[src/rtl/udp_payload_upsizer.sv]
// UDP payload upsizer: forwards one UDP header and packs its 8-bit payload stream
// into M_DATA_WIDTH-bit beats with tkeep; flags length/tuser errors on the last beat.
module udp_payload_upsizer #(
  parameter int unsigned M_DATA_WIDTH = 64,
  parameter int unsigned KEEP_WIDTH   = M_DATA_WIDTH / 8,
  parameter bit          LEN_CHECK_EN = 1'b1
) (
  input  logic                    clk,
  input  logic                    rst,
  input  logic                    s_udp_hdr_valid,
  output logic                    s_udp_hdr_ready,
  input  logic [5:0]              s_udp_ip_dscp,
  input  logic [1:0]              s_udp_ip_ecn,
  input  logic [7:0]              s_udp_ip_ttl,
  input  logic [31:0]             s_udp_ip_source_ip,
  input  logic [31:0]             s_udp_ip_dest_ip,
  input  logic [15:0]             s_udp_source_port,
  input  logic [15:0]             s_udp_dest_port,
  input  logic [15:0]             s_udp_length,
  input  logic [15:0]             s_udp_checksum,
  input  logic [7:0]              s_udp_payload_axis_tdata,
  input  logic                    s_udp_payload_axis_tvalid,
  input  logic                    s_udp_payload_axis_tlast,
  input  logic                    s_udp_payload_axis_tuser,
  output logic                    s_udp_payload_axis_tready,
  output logic                    m_udp_hdr_valid,
  input  logic                    m_udp_hdr_ready,
  output logic [5:0]              m_udp_ip_dscp,
  output logic [1:0]              m_udp_ip_ecn,
  output logic [7:0]              m_udp_ip_ttl,
  output logic [31:0]             m_udp_ip_source_ip,
  output logic [31:0]             m_udp_ip_dest_ip,
  output logic [15:0]             m_udp_source_port,
  output logic [15:0]             m_udp_dest_port,
  output logic [15:0]             m_udp_length,
  output logic [15:0]             m_udp_checksum,
  output logic [M_DATA_WIDTH-1:0] m_udp_payload_axis_tdata,
  output logic [KEEP_WIDTH-1:0]   m_udp_payload_axis_tkeep,
  output logic                    m_udp_payload_axis_tvalid,
  output logic                    m_udp_payload_axis_tlast,
  output logic                    m_udp_payload_axis_tuser,
  input  logic                    m_udp_payload_axis_tready
);

  localparam int unsigned R     = KEEP_WIDTH;
  localparam int unsigned FillW = $clog2(R);

  typedef enum logic [1:0] {StIdle, StHdr, StPayload, StFlush} state_e;

  state_e                  state_q, state_d;
  logic                    hdr_ready_q;
  logic [143:0]            hdr_q;
  logic [FillW-1:0]        fill_q, fill_d;
  logic [15:0]             cnt_q, cnt_d;
  logic                    err_q, err_d;
  logic [M_DATA_WIDTH-1:0] lanes_q, lanes_d;
  logic [M_DATA_WIDTH-1:0] tdata_q, tdata_d;
  logic [KEEP_WIDTH-1:0]   tkeep_q, tkeep_d;
  logic                    tvalid_q, tvalid_d;
  logic                    tlast_q, tlast_d;
  logic                    tuser_q, tuser_d;
  logic                    hdr_accept, in_accept, mismatch;

  assign {m_udp_ip_dscp, m_udp_ip_ecn, m_udp_ip_ttl, m_udp_ip_source_ip, m_udp_ip_dest_ip,
          m_udp_source_port, m_udp_dest_port, m_udp_length, m_udp_checksum} = hdr_q;

  assign s_udp_hdr_ready           = hdr_ready_q;
  assign m_udp_hdr_valid           = (state_q == StHdr);
  assign s_udp_payload_axis_tready = (state_q == StPayload) &&
                                     (!tvalid_q || m_udp_payload_axis_tready);
  assign hdr_accept                = s_udp_hdr_valid && hdr_ready_q;
  assign in_accept                 = s_udp_payload_axis_tvalid && s_udp_payload_axis_tready;
  assign m_udp_payload_axis_tdata  = tdata_q;
  assign m_udp_payload_axis_tkeep  = tkeep_q;
  assign m_udp_payload_axis_tvalid = tvalid_q;
  assign m_udp_payload_axis_tlast  = tlast_q;
  assign m_udp_payload_axis_tuser  = tuser_q;

  always_comb begin
    state_d  = state_q;
    fill_d   = fill_q;
    cnt_d    = cnt_q;
    err_d    = err_q;
    lanes_d  = lanes_q;
    tdata_d  = tdata_q;
    tkeep_d  = tkeep_q;
    tvalid_d = tvalid_q && !m_udp_payload_axis_tready;
    tlast_d  = tlast_q;
    tuser_d  = tuser_q;
    mismatch = 1'b0;
    unique case (state_q)
      StIdle: begin
        if (hdr_accept) begin
          state_d = StHdr;
          fill_d  = '0;
          cnt_d   = '0;
          err_d   = 1'b0;
          lanes_d = '0;
        end
      end
      StHdr: begin
        if (m_udp_hdr_ready) state_d = (m_udp_length == 16'd8) ? StIdle : StPayload;
      end
      StPayload: begin
        if (in_accept) begin
          lanes_d[8*fill_q +: 8] = s_udp_payload_axis_tdata;
          cnt_d    = (cnt_q == 16'hFFFF) ? cnt_q : cnt_q + 16'd1;
          err_d    = err_q | s_udp_payload_axis_tuser;
          mismatch = (m_udp_length < 16'd8) || (cnt_d != m_udp_length - 16'd8);
          if (fill_q == FillW'(R - 1) || s_udp_payload_axis_tlast) begin
            // Output register is free here: tready to the source implies it.
            tdata_d  = lanes_d;
            lanes_d  = '0;
            fill_d   = '0;
            tvalid_d = 1'b1;
            for (int unsigned i = 0; i < R; i++) tkeep_d[i] = (FillW'(i) <= fill_q);
            tlast_d  = s_udp_payload_axis_tlast;
            tuser_d  = s_udp_payload_axis_tlast && (err_d || (LEN_CHECK_EN && mismatch));
            if (s_udp_payload_axis_tlast) state_d = StFlush;
          end else begin
            fill_d = fill_q + FillW'(1);
          end
        end
      end
      StFlush: begin
        if (!tvalid_q || m_udp_payload_axis_tready) state_d = StIdle;
      end
      default: state_d = StIdle;
    endcase
  end

  always_ff @(posedge clk or negedge rst) begin
    if (!rst) begin
      state_q     <= StIdle;
      hdr_ready_q <= 1'b0;
      hdr_q       <= '0;
      fill_q      <= '0;
      cnt_q       <= '0;
      err_q       <= 1'b0;
      lanes_q     <= '0;
      tdata_q     <= '0;
      tkeep_q     <= '0;
      tvalid_q    <= 1'b0;
      tlast_q     <= 1'b0;
      tuser_q     <= 1'b0;
    end else begin
      state_q     <= state_d;
      hdr_ready_q <= (state_d == StIdle);
      if (hdr_accept) begin
        hdr_q <= {s_udp_ip_dscp, s_udp_ip_ecn, s_udp_ip_ttl, s_udp_ip_source_ip,
                  s_udp_ip_dest_ip, s_udp_source_port, s_udp_dest_port, s_udp_length,
                  s_udp_checksum};
      end
      fill_q      <= fill_d;
      cnt_q       <= cnt_d;
      err_q       <= err_d;
      lanes_q     <= lanes_d;
      tdata_q     <= tdata_d;
      tkeep_q     <= tkeep_d;
      tvalid_q    <= tvalid_d;
      tlast_q     <= tlast_d;
      tuser_q     <= tuser_d;
    end
  end

endmodule

[config.mk]
export PLATFORM = sky130hd
export DESIGN_NAME = udp_payload_upsizer
export DESIGN_NICKNAME = d
export VERILOG_FILES = /design/src/rtl/udp_payload_upsizer.sv
export SDC_FILE = /design/constraint.sdc
export NUM_CORES = 1
export LEC_CHECK = 0
export ABC_AREA = 1
export BUFFER_PORTS_ARGS = -buffer_cell sky130_fd_sc_hd__clkbuf_2
export CELL_PAD_IN_SITES_DETAIL_PLACEMENT = 1
export CELL_PAD_IN_SITES_GLOBAL_PLACEMENT = 1
export CORE_MARGIN = 1
export CORE_UTILIZATION = 34
export DETAILED_ROUTE_END_ITERATION = 10
export GPL_ROUTABILITY_DRIVEN = 0
export HOLD_SLACK_MARGIN = 0.15
export PLACE_DENSITY_LB_ADDON = 0.12
export SETUP_SLACK_MARGIN = 0.5
export SLEW_MARGIN = 20
export SYNTH_ARGS = -nofsm -noshare
export SYNTH_HDL_FRONTEND = slang
export SYNTH_SLANG_ARGS = --single-unit
[constraint.sdc]
create_clock -name clk -period 3.32 [get_ports clk]
set_clock_uncertainty 0.15 [all_clocks]
set_input_delay 0 -clock clk [delete_from_list [all_inputs] [get_ports clk]]
set_output_delay 0 -clock clk [all_outputs]
set_load 0.02 [all_outputs]
==> impl_metrics.py <==
metrics = {
    "status": {
        "status": "finished clean",
    },
    "die": {
        "dieArea_mm2": 0.03979,
        "io_pins": 382,
        "initial_core_util_pct": 34.87,
        "core_mm2": 0.03802,
        "row_count": 71,
        "die_width_um": 199.5,
        "die_height_um": 199.5,
    },
    "logic_synthesis": {
        "syn_area_mm2": 0.01326,
        "yosys_warnings": 0,
        "syn_inst": 1323,
        "synth_nets": 1491,
        "synth_flop_cell": "dfrtp_1",
        "yosysSeqAreaShare_pct": 57.75,
        "synth-edff-count": 0,
        "yosysMostFrequentCell": "dfrtp_1",
        "synthTopCellsByCount": "dfrtp_1 (306), nand2_1 (266), inv_1 (142)",
        "synth-async-reset-ratio_pct": 100.0,
        "netlist.area_leader.share_pct": 57.75,
        "ys_ff_latch": 306,
        "ys_types": 37,
        "synth_area_leaders": "dfrtp_1 (58%), mux2_2 (11%), nand2_1 (7.5%), o21ai_0 (5.0%), inv_1 (4.0%)",
        "yosys.area.top_type": "dfrtp_1",
        "syn_avg_cell_area_um2": 10.02,
    },
    "placement": {
        "dpl-instance-area_mm2": 0.01569,
        "place_hpwl_um": 31220,
        "portBuffers": 381,
    },
    "detailed_routing": {
        "via_per_inst": 4.884,
        "avgRoutedWirePerCell_um": 21.18,
        "antenna_left": 0,
        "first_pass_iters": 5,
        "drt_iter0_drc": 522,
        "drc": 0,
        "wirelength_um": 55110,
        "vias": 12710,
    },
    "finish": {
        "fin_area_mm2": 0.02050,
        "nNetsFinal": 2218,
        "regArea_mm2": 0.007657,
        "syn_to_final_growth_pct": 54.64,
        "multi_input_area_mm2": 0.004753,
        "drive_gt1_share_pct": 29.58,
        "fillers": 4294,
    },
    "clocking": {
        "insertion_delay_ns": 0.54,
        "root_buffer": "clkbuf_16",
        "clkTransAtPathRegs_ns": 0.06,
        "cts_sinks": 306,
        "clk_path_buf_depth": 3,
        "cts_made_buffers": 37,
        "htreeDepth": 2,
        "cts_tree": "yes",
    },
    "hold_path": {
        "hold_class": "in2reg",
        "hp-start": "s_udp_source_port[0]",
        "min_to": "hdr_q[48]",
        "min_path_cells": 3,
    },
    "sta": {
        "tightest_slew_ns": 0.7019,
        "relSlewSlack_pct": 53.20,
        "fin_crit_ns": 2.614,
        "post-route-period-util_pct": 78.74,
        "setup_tns_ns": 0,
        "fmax_ghz": 0.3825,
        "hold_violations": 0,
        "rsz0062_at_grt": "no",
        "finalMaxSlewViolations": 0,
        "setup_violations": 0,
    },
    "setup_path": {
        "cp.arrival_ns": 2.85,
        "path_max_fanout": 16,
        "critPathRequiredTime_ns": 3.56,
        "reg2reg_from": "fill_q[0]",
        "end_kind": "register",
        "cp-start-kind": "register",
        "r2r_slack_ns": 0.71,
        "reg2regPathDepth": 11,
        "r2r_end": "lanes_q[62]",
        "path_class": "reg2reg",
    },
    "grt": {
        "grtUsageTotal_pct": 28.17,
        "antenna_found_initial": 17,
        "grt_pass1_wl_um": 84280,
        "grt_max_degree": 121,
        "overflow": 0,
        "grt_pass1_vias": 14370,
    },
    "pwr": {
        "peakVddDrop_mv": 0.4886,
        "p_per_area_mw_per_mm2": 835.0,
        "leakage_nw": 9.747,
    },
    "flow_run": {
        "max-cap-violations": 0,
    },
}
==> cell families (layout without fill, tap and decap cells) <==
logic type | count (synthesis) | after routing | share of synthesized area (%)
and+or+nand+nor | 419 | 419 | 13.42
DFF | 306 | 306 | 57.75
AOI/OAI and AO/OA | 242 | 242 | 9.890
buffers and inverters | 208 | 957 | 6.502
muxes | 129 | 129 | 10.96
xor gates and xnor gates | 11 | 11 | 0.7266
adders and majority gates | 8 | 8 | 0.7550
other | 0 | 19 | 0
==> cell type report <==
| type | count | share of cell area [%] |
|---|---|---|
| Sequential cell | 306 | 37.35 |
| Clock inverter | 5 | 0.4211 |
| Clock buffer | 56 | 5.358 |
| Tap cell | 511 | 3.118 |
| Antenna cell | 19 | 0.2319 |
| Timing Repair Buffer | 746 | 27.58 |
| Multi-Input combinational cell | 809 | 23.18 |
| Inverter | 150 | 2.758 |
==> stage by stage <==
| stage | worst slack, ns | power [mW] | std cells | hold WS [ns] | utilization [%] |
|---|---|---|---|---|---|
| floorplan | 0.9605 | 9.476 | 1323 | -0.4456 | - |
| global placement | 0.6094 | 11.78 | 2169 | -0.1379 | 41.27 |
| detailed placement | 0.5109 | 11.90 | 2169 | -0.1433 | 41.27 |
| CTS | 0.5070 | 16.60 | 2577 | 0.1532 | 53.58 |
| global route | 0.4575 | 17.92 | 2601 | 0.1638 | 53.92 |
| finish | 0.7057 | 17.12 | 2602 | 0.1796 | 53.93 |
==> routing by layer <==
layer  share of wire, %  track usage (%)  vias to the layer above
li1                   -                -                     5801
met1                 40            32.82                     6349
met2                 49            47.57                      408
met3                5.9            6.903                      150
met4                5.0            15.47                        0
met5                  0                0                        -
==> worst max path at each step <==
stage / start / end / slack (ns) / depth (start not counted)
detailed placement: fill_q[0] / lanes_q[23] / 0.51 / 8
global placement: fill_q[0] / lanes_q[19] / 0.61 / 8
finish: fill_q[0] / lanes_q[62] / 0.71 / 11
CTS: fill_q[0] / m_udp_payload_axis_tdata[39] / 0.51 / 7
floorplan: fill_q[0] / lanes_q[22] / 0.96 / 9
global route: fill_q[0] / lanes_q[62] / 0.46 / 11
==> layout by cell type, fill, tap and decap left out, types with 38 or more instances in the layout <==
cell type	n
clkbuf_2	380
dlygate4sd3_1	346
dfrtp_1	306
nand2_1	265
inv_1	142
o21ai_0	132
mux2_2	129
nor2_1	86
o22ai_1	67
clkbuf_16	38
==> registers in the layout (all words and copies together), names as in the netlist <==
signal and flops:
cnt_q 16, err_q 1, fill_q 3, hdr_q 144, lanes_q 64, m_udp_payload_axis_tdata 64
m_udp_payload_axis_tkeep 8, m_udp_payload_axis_tlast 1, m_udp_payload_axis_tuser 1, m_udp_payload_axis_tvalid 1, s_udp_hdr_ready 1, state_q 2
==> critical path, stage by stage, from the launching register on <==
cell and delay, ns:
dfrtp_1 0.53, inv_2 0.12, ha_1 0.24, ha_1 0.25, nor2_1 0.12, inv_1 0.07, nor2_1 0.14, inv_2 0.09
nor2_4 0.33, nand2_1 0.09, o21ai_0 0.17, o22ai_1 0.13
==> power by group <==
group          internal, mW  switching, mW
sequential             4.94          0.978
combinational          2.70           4.41
clock                  2.43           1.66
==> repair_timing <==
| action | CTS | global route |
|---|---|---|
| gates resized for setup | 1 | 1 |
| hold buffers | 347 | 0 |
| gates cloned | 0 | 0 |
| hold endpoints to repair | 611 | 0 |
| pin swaps | 0 | 4 |
| setup buffers | 0 | 6 |
| setup endpoints to repair | 7 | 69 |
No activity file was read; power rests on OpenSTA's default activity.
